<file path="src/rtl/gpio_link_rx.sv">
// Receive end of the 4-beat GPIO message link: oversamples link_clk/valid/data, reassembles a message.
// Optional odd-parity checking on each beat is enabled by defining GPIO_LINK_RX_PARITY_EN.
module gpio_link_rx #(
  parameter int NUM_WORDS   = 4,
  parameter int WORD_W      = 32,
  parameter int SYNC_STAGES = 2
) (
  input  logic                          clock,
  input  logic                          resetn,
  input  logic                          link_clk,
  input  logic                          link_valid,
  input  logic [WORD_W-1:0]             link_data,
`ifdef GPIO_LINK_RX_PARITY_EN
  input  logic                          link_par,
  output logic                          parity_err,
`endif
  output logic                          link_rdy,
  output logic [NUM_WORDS*WORD_W-1:0]   msg_out,
  output logic                          msg_valid,
  input  logic                          msg_ack,
  output logic                          frag_err,
  output logic                          overrun
);

  localparam int IDX_W = $clog2(NUM_WORDS) + 1;

  typedef enum logic [1:0] {IDLE, RECV, HOLD} state_t;

  logic [SYNC_STAGES-1:0]             r_clk_sync;
  logic [SYNC_STAGES-1:0]             r_vld_sync;
  logic [SYNC_STAGES-1:0][WORD_W-1:0] r_dat_sync;
  logic                               r_clk_prev;

  state_t                             r_state;
  state_t                             w_state_nxt;
  logic [IDX_W-1:0]                   r_idx;
  logic [IDX_W-1:0]                   w_idx_nxt;
  logic [NUM_WORDS-1:0][WORD_W-1:0]   r_words;
  logic                               r_frag;
  logic                               r_ovr;

  logic                               w_beat;
  logic                               w_vld;
  logic [WORD_W-1:0]                  w_dat;
  logic                               w_par_ok;
  logic                               w_wr;
  logic                               w_frag_set;
  logic                               w_ovr_set;
  logic                               w_par_set;

  always_ff @(posedge clock or negedge resetn) begin
    if (!resetn) begin
      r_clk_sync <= '0;
      r_vld_sync <= '0;
      r_dat_sync <= '0;
      r_clk_prev <= 1'b0;
    end else begin
      r_clk_sync <= {r_clk_sync[SYNC_STAGES-2:0], link_clk};
      r_vld_sync <= {r_vld_sync[SYNC_STAGES-2:0], link_valid};
      r_dat_sync <= {r_dat_sync[SYNC_STAGES-2:0], link_data};
      r_clk_prev <= r_clk_sync[SYNC_STAGES-1];
    end
  end

  // Falling edge of the synced link clock: data was launched on the rise, so it is settled here.
  assign w_beat = r_clk_prev & ~r_clk_sync[SYNC_STAGES-1];
  assign w_vld  = r_vld_sync[SYNC_STAGES-1];
  assign w_dat  = r_dat_sync[SYNC_STAGES-1];

`ifdef GPIO_LINK_RX_PARITY_EN
  logic [SYNC_STAGES-1:0] r_par_sync;
  logic                   r_perr;

  always_ff @(posedge clock or negedge resetn) begin
    if (!resetn) begin
      r_par_sync <= '0;
      r_perr     <= 1'b0;
    end else begin
      r_par_sync <= {r_par_sync[SYNC_STAGES-2:0], link_par};
      if (w_par_set) r_perr <= 1'b1;
    end
  end

  assign w_par_ok   = ^{w_dat, r_par_sync[SYNC_STAGES-1]};
  assign parity_err = r_perr;
`else
  assign w_par_ok = 1'b1;
`endif

  always_comb begin
    w_state_nxt = r_state;
    w_idx_nxt   = r_idx;
    w_wr        = 1'b0;
    w_frag_set  = 1'b0;
    w_ovr_set   = 1'b0;
    w_par_set   = 1'b0;
    case (r_state)
      IDLE, RECV: begin
        if (w_beat && w_vld) begin
          if (!w_par_ok) begin
            w_par_set   = 1'b1;
            w_idx_nxt   = '0;
            w_state_nxt = IDLE;
          end else begin
            w_wr = 1'b1;
            if (r_idx == IDX_W'(NUM_WORDS-1)) begin
              w_idx_nxt   = '0;
              w_state_nxt = HOLD;
            end else begin
              w_idx_nxt   = r_idx + IDX_W'(1);
              w_state_nxt = RECV;
            end
          end
        end else if (w_beat && r_state == RECV) begin
          w_frag_set  = 1'b1;
          w_idx_nxt   = '0;
          w_state_nxt = IDLE;
        end
      end
      HOLD: begin
        // A beat here is always dropped, even when the ack lands in the same cycle.
        if (w_beat && w_vld) w_ovr_set = 1'b1;
        if (msg_ack) begin
          w_idx_nxt   = '0;
          w_state_nxt = IDLE;
        end
      end
      default: begin
        w_idx_nxt   = '0;
        w_state_nxt = IDLE;
      end
    endcase
  end

  always_ff @(posedge clock or negedge resetn) begin
    if (!resetn) begin
      r_state <= IDLE;
      r_idx   <= '0;
      r_words <= '0;
      r_frag  <= 1'b0;
      r_ovr   <= 1'b0;
    end else begin
      r_state <= w_state_nxt;
      r_idx   <= w_idx_nxt;
      for (int i = 0; i < NUM_WORDS; i++)
        if (w_wr && r_idx == IDX_W'(i)) r_words[i] <= w_dat;
      if (w_frag_set) r_frag <= 1'b1;
      if (w_ovr_set)  r_ovr  <= 1'b1;
    end
  end

  assign msg_valid = (r_state == HOLD);
  assign link_rdy  = (r_state != HOLD);
  assign msg_out   = r_words;
  assign frag_err  = r_frag;
  assign overrun   = r_ovr;

endmodule

</file>
<file path="config.mk">
export PLATFORM = sky130hd
export DESIGN_NAME = gpio_link_rx
export DESIGN_NICKNAME = d
export VERILOG_FILES = /design/src/rtl/gpio_link_rx.sv
export SDC_FILE = /design/constraint.sdc
export NUM_CORES = 1
export LEC_CHECK = 0
export ABC_AREA = 0
export CORE_MARGIN = 2
export CORE_UTILIZATION = 53
export DETAILED_ROUTE_END_ITERATION = 10
export PLACE_DENSITY = 0.83
export SLEW_MARGIN = 10
export SYNTH_ARGS = -nofsm -noshare
export SYNTH_HDL_FRONTEND = slang
export SYNTH_SLANG_ARGS = --single-unit
</file>
<file path="constraint.sdc">
create_clock -name clock -period 3.5 [get_ports clock]
set_clock_uncertainty 0.2 [all_clocks]
set_input_delay 0.7 -clock clock [delete_from_list [all_inputs] [get_ports clock]]
set_output_delay 0.7 -clock clock [all_outputs]
set_load 0.01 [all_outputs]
</file>
After elaboration in Yosys (flattened, before gate mapping)

Cells that the tools add are included.

Output and inout bits: 132
Logic and storage cells: 50
Flip-flop bits (word level): 204

Add/sub/neg operators: 1
Eq/ne operators: 8
Reduce and logical (&&, ||, !) cells: 10
Multiplexer cells: 16
Bitwise operators: 2

Operators with widths:

| kind                                                   | count |
|---|---|
| 2-to-1 mux 3 bit                                       | 4 |
| 2-to-1 mux 2 bit                                       | 4 |
| == test 3 x 2 -> 1 bit (second input constant)         | 2 |
| logical AND 1 bit                                      | 6 |
| 2-to-1 mux 1 bit                                       | 6 |
| one-hot mux 3 bit (2 select lines)                     | 1 |
| one-hot mux 2 bit (2 select lines)                     | 1 |
| adder 3 x 1 -> 3 bit (second input constant)           | 1 |
| == test 3 x 1 -> 1 bit (second input constant)         | 1 |
| logical NOT 3 bit                                      | 1 |
| inequality test 3 bit (second input constant)          | 1 |
| == test 2 x 1 -> 1 bit (second input constant)         | 1 |
| == test 2 bit (second input constant)                  | 1 |
| logical NOT 2 bit                                      | 1 |
| inequality test 2 x 1 -> 1 bit (second input constant) | 1 |
| inequality test 2 bit (second input constant)          | 1 |
| AND reduction 2 bit                                    | 1 |
| OR reduction 2 bit                                     | 1 |
| bitwise AND 1 bit                                      | 1 |
| NOT 1 bit                                              | 1 |

Longest topological paths before layout

Depth in word-level cells: 6
Gate-level depth with buffers: 5
Depth with buffers taken out: 4

Least setup slack after synthesis

OpenSTA, ideal clock, no wires.

Kind: register to register
Start: register r_state[1]
End: register r_words (netlist bit msg_out[65])
Path slack: 1.864 ns
Cell stages (with the launch flop): 5
Arrival: 1.311 ns
Buffers on the path: 1
Library setup time: 0.125 ns
Cells stage by stage: dfrtp_1 and4bb_4 nand3_4 buf_6 mux2_4

Longest elaborated chain between the ends: 4
Elaborated cells on any way between the ends: 5
Those cells by class: eq/ne (1); mux (1); reduce/logical (3)

RTL lines:

| item                                                        | line | text |
|---|---|---|
| start, declared                                             | 34   | `state_t r_state;` |
| start signal, assigned                                      | 143  | `r_state <= w_state_nxt;` |
| == test 2 x 1 -> 1 bit or logical NOT 2 bit (tied branches) | 97   | `case (r_state)` |
| OR reduction 2 bit (*)                                      | 97   |  |
| 2-to-1 mux 1 bit (*)                                        | 97   |  |
| logical AND 1 bit (*)                                       | 146  | `if (w_wr && r_idx == IDX_W'(i)) r_words[i] <= w_dat;` |
| end signal, assigned by index                               | 146  |  |
| end, declared                                               | 38   | `logic [NUM_WORDS-1:0][WORD_W-1:0] r_words;` |

Mark *: on every way between the ends. The rest lies on a longest branch, timed or not.
A chain may end at the register's enable or synchronous reset.

Worst setup path after layout

Start: register r_state[0]
End: output msg_valid

Longest elaborated chain between the ends: 1

RTL lines:

| item          | line | text |
|---|---|---|
| == test 2 bit | 152  | `assign msg_valid = (r_state == HOLD);` |
| end, declared | 19   | `output logic msg_valid,` |

No other way between the ends.

==> flow_metrics.tcl <==
set metrics [dict create \
    area_delta_synth_final_pct 37.0 \
    finalWirelength_um 14600 \
    cts.sinks 204 \
    clock_latency_ns 0.48 \
    tightest_slew_ns 0.971 \
    yosysWarningCount 0 \
    synth.distinct_cells 26 \
    first_pass_iters 4 \
    finalSetupViolCount 0 \
    slew_headroom 0.351 \
    cts.reportedPaths.clkPinSlew_ns 0.06 \
    avgViaCountPerCell 5.12 \
    drive_gt1_frac 0.286 \
    antenna_found_initial 0 \
    start_util 0.537 \
    ant_nets 0 \
    power.leakage_nw 4.39 \
    peakVddDrop_mv 0.522 \
    die_h_um 119 \
    cp_slowest_cell "clkdlybuf4s50_1" \
    dp_cells 719 \
    setup_tns_ns 0 \
    dp_hpwl_um 9580 \
    post_drt_wl_per_cell_um 19.3 \
    busiest_layer "met2" \
    vias 3871 \
    root_buffer "clkbuf_16" \
    cap_violations 0 \
    met3_usage 0.0551 \
    grtUsageMet1 0.289 \
    ys_seq_elements 204 \
    grt_max_degree 87 \
    hp-class "input pin to async pin" \
    cp_cell_sequence "nand2b_1 -> inv_1 -> clkdlybuf4s50_1" \
    end_kind "output pin" \
    cts_made_buffers 21 \
    core_mm2 0.0131 \
    htree_levels 1 \
    fin_nets 607 \
    die_area_mm2 0.0142 \
    cp_data_required_time_ns 2.60 \
    finalCriticalPeriod_ns 2.67 \
    netlist_instances 381 \
    ios 169 \
    cts_hold_buf 0 \
    avgSynthCellArea_um2 18.4 \
    fin_cells 756 \
    rsz0062_at_grt "no" \
    clock_path_buffers 3 \
    worst_setup_path_start_kind "register" \
    power_density_mw_per_mm2 906 \
    std_cell_rows 42 \
    final_max_slew_viol_count 0 \
    cts_tree "done" \
    grt_first_pass_wirelength_um 23400 \
    synth.net_count 422 \
    crit_family "buffers and inverters" \
    status "complete, no violations" \
    grt_pass1_vias 4219 \
    seq_area_frac_synth 0.727 \
    grt.overflow.total 0 \
    post_cts_buffers 0 \
    syn-cell-area_mm2 0.00702 \
    ctsResizeCount 0 \
    crit_path_max_incr_delay_ns 0.55 \
    portBuffers 168 \
    cp_num_buf_inv 2 \
    hold_viol 0 \
    drc 0 \
    routabilityCongestion 0.807 \
    grt.total_usage 0.212 \
    diodes 0 \
    grt_use_met2 0.343 \
    crit_type "register to output pin" \
    drt_iter0_markers 225 \
    die_x_um 119 \
    arrival_ns 1.77 \
    post-route-period-util 0.764 \
    crit_fanout 3 \
    fmax_ghz 0.374 \
]
## placed cells by master (no fill, tap or decap), drive strengths merged
master / instances
a21oi: 1
a31o: 1
a31oi: 2
and2b: 1
and4bb: 1
buf: 7
bufinv: 2
clkbuf: 30
clkdlybuf4s50: 167
clkinv: 5
dfrtp: 204
ha: 4
inv: 6
mux2: 128
nand2: 2
nand2b: 6
nand3: 2
nand4: 3
nor2: 2
nor2b: 1
o21ai: 2
o21bai: 1
o311ai: 1
o31ai: 1
## per-stage QoR
| step | instance area, µm² | power, mW | hold WS [ns] | utilization | setup WS, ns |
|---|---|---|---|---|---|
| floorplan | 7020 | 4.70 | 0.131 | - | 1.86 |
| global placement | 8900 | 6.40 | 0.132 | 0.681 | 1.05 |
| detailed placement | 8900 | 6.52 | 0.135 | 0.681 | 0.929 |
| CTS | 9620 | 8.81 | 0.0741 | 0.735 | 0.805 |
| global route | 9620 | 9.12 | 0.0897 | 0.735 | 0.756 |
| finish | 9620 | 8.71 | 0.0396 | 0.735 | 0.827 |
## final timing paths
kind / startpoint / to / slack, ns / cells after the start
max: r_state[0] / msg_valid / 0.83 / 3
min: resetn / r_state[0] / 0.04 / 1
max reg2reg: r_state[1] / msg_out[106] / 0.92 / 4
min reg2reg: r_dat_sync[22] / w_dat[22] / 0.15 / 0
max in group asynchronous: resetn / msg_out[79] / 2.15 / 2
min in group clock: r_dat_sync[22] / w_dat[22] / 0.15 / 0
## Yosys cell counts
library cell,instances,area share
nand2_1,2,0.0011
and2b_2,1,0.0012
mux2_2,85,0.14
ha_1,4,0.0071
buf_6,3,0.0048
buf_2,9,0.0064
nand3_1,1,0.00071
o31ai_1,1,0.0011
nor2_2,1,0.00089
o21ai_0,2,0.0014
dfrtp_1,204,0.73
a31o_2,1,0.0012
nand3_4,1,0.0025
and4bb_4,1,0.0023
buf_4,1,0.0011
nor2_1,1,0.00053
mux2_1,13,0.021
nand4_2,3,0.0053
o311ai_0,1,0.0012
o21bai_1,1,0.0011
a31oi_1,2,0.0018
mux2_4,30,0.064
inv_1,5,0.0027
a21oi_1,1,0.00071
nand2b_1,6,0.0053
nor2b_1,1,0.00089
## registers in the layout, indices dropped and copies added (netlist names)
| signal | count |
|---|---|
| msg_out | 128 |
| r_dat_sync | 32 |
| w_dat | 32 |
| r_idx | 3 |
| r_clk_sync | 2 |
| r_state | 2 |
| r_vld_sync | 2 |
| frag_err | 1 |
| overrun | 1 |
| r_clk_prev | 1 |
## cell families (layout without fill, tap and decap cells)
family,count (synthesis),in the layout,synth area share
muxes,128,128,0.221
and+or+nand+nor,18,18,0.0209
DFF,204,204,0.727
adders and majority gates,4,4,0.00713
buffers and inverters,18,217,0.0150
AOI/OAI and AO/OA,9,9,0.00855
## cell type report
| class | instances | area, µm² |
|---|---|---|
| sequential | 204 | 5100 |
| fill | 777 | 3470 |
| multi-input combinational | 159 | 1810 |
| timing repair buffer | 175 | 1750 |
| clock buffer | 29 | 616 |
| tap | 176 | 220 |
| clock inverter | 8 | 97.6 |
| inverter | 5 | 18.8 |
## metal layers
layer,vias up,part of all wire
met4,0,0.019
met3,22,0.065
li1,1696,-
met2,128,0.49
met1,2025,0.42
met5,-,0
## power breakdown
| group | switching (mW) | internal [mW] | total, mW | leakage (nW) |
|---|---|---|---|---|
| Clock | 0.866 | 1.38 | 2.24 | 0.357 |
| Sequential | 0.465 | 3.13 | 3.59 | 2.49 |
| Combinational | 1.02 | 1.86 | 2.88 | 1.54 |
| Total | 2.35 | 6.36 | 8.71 | 4.39 |
Power figures use the tool's default switching activity.
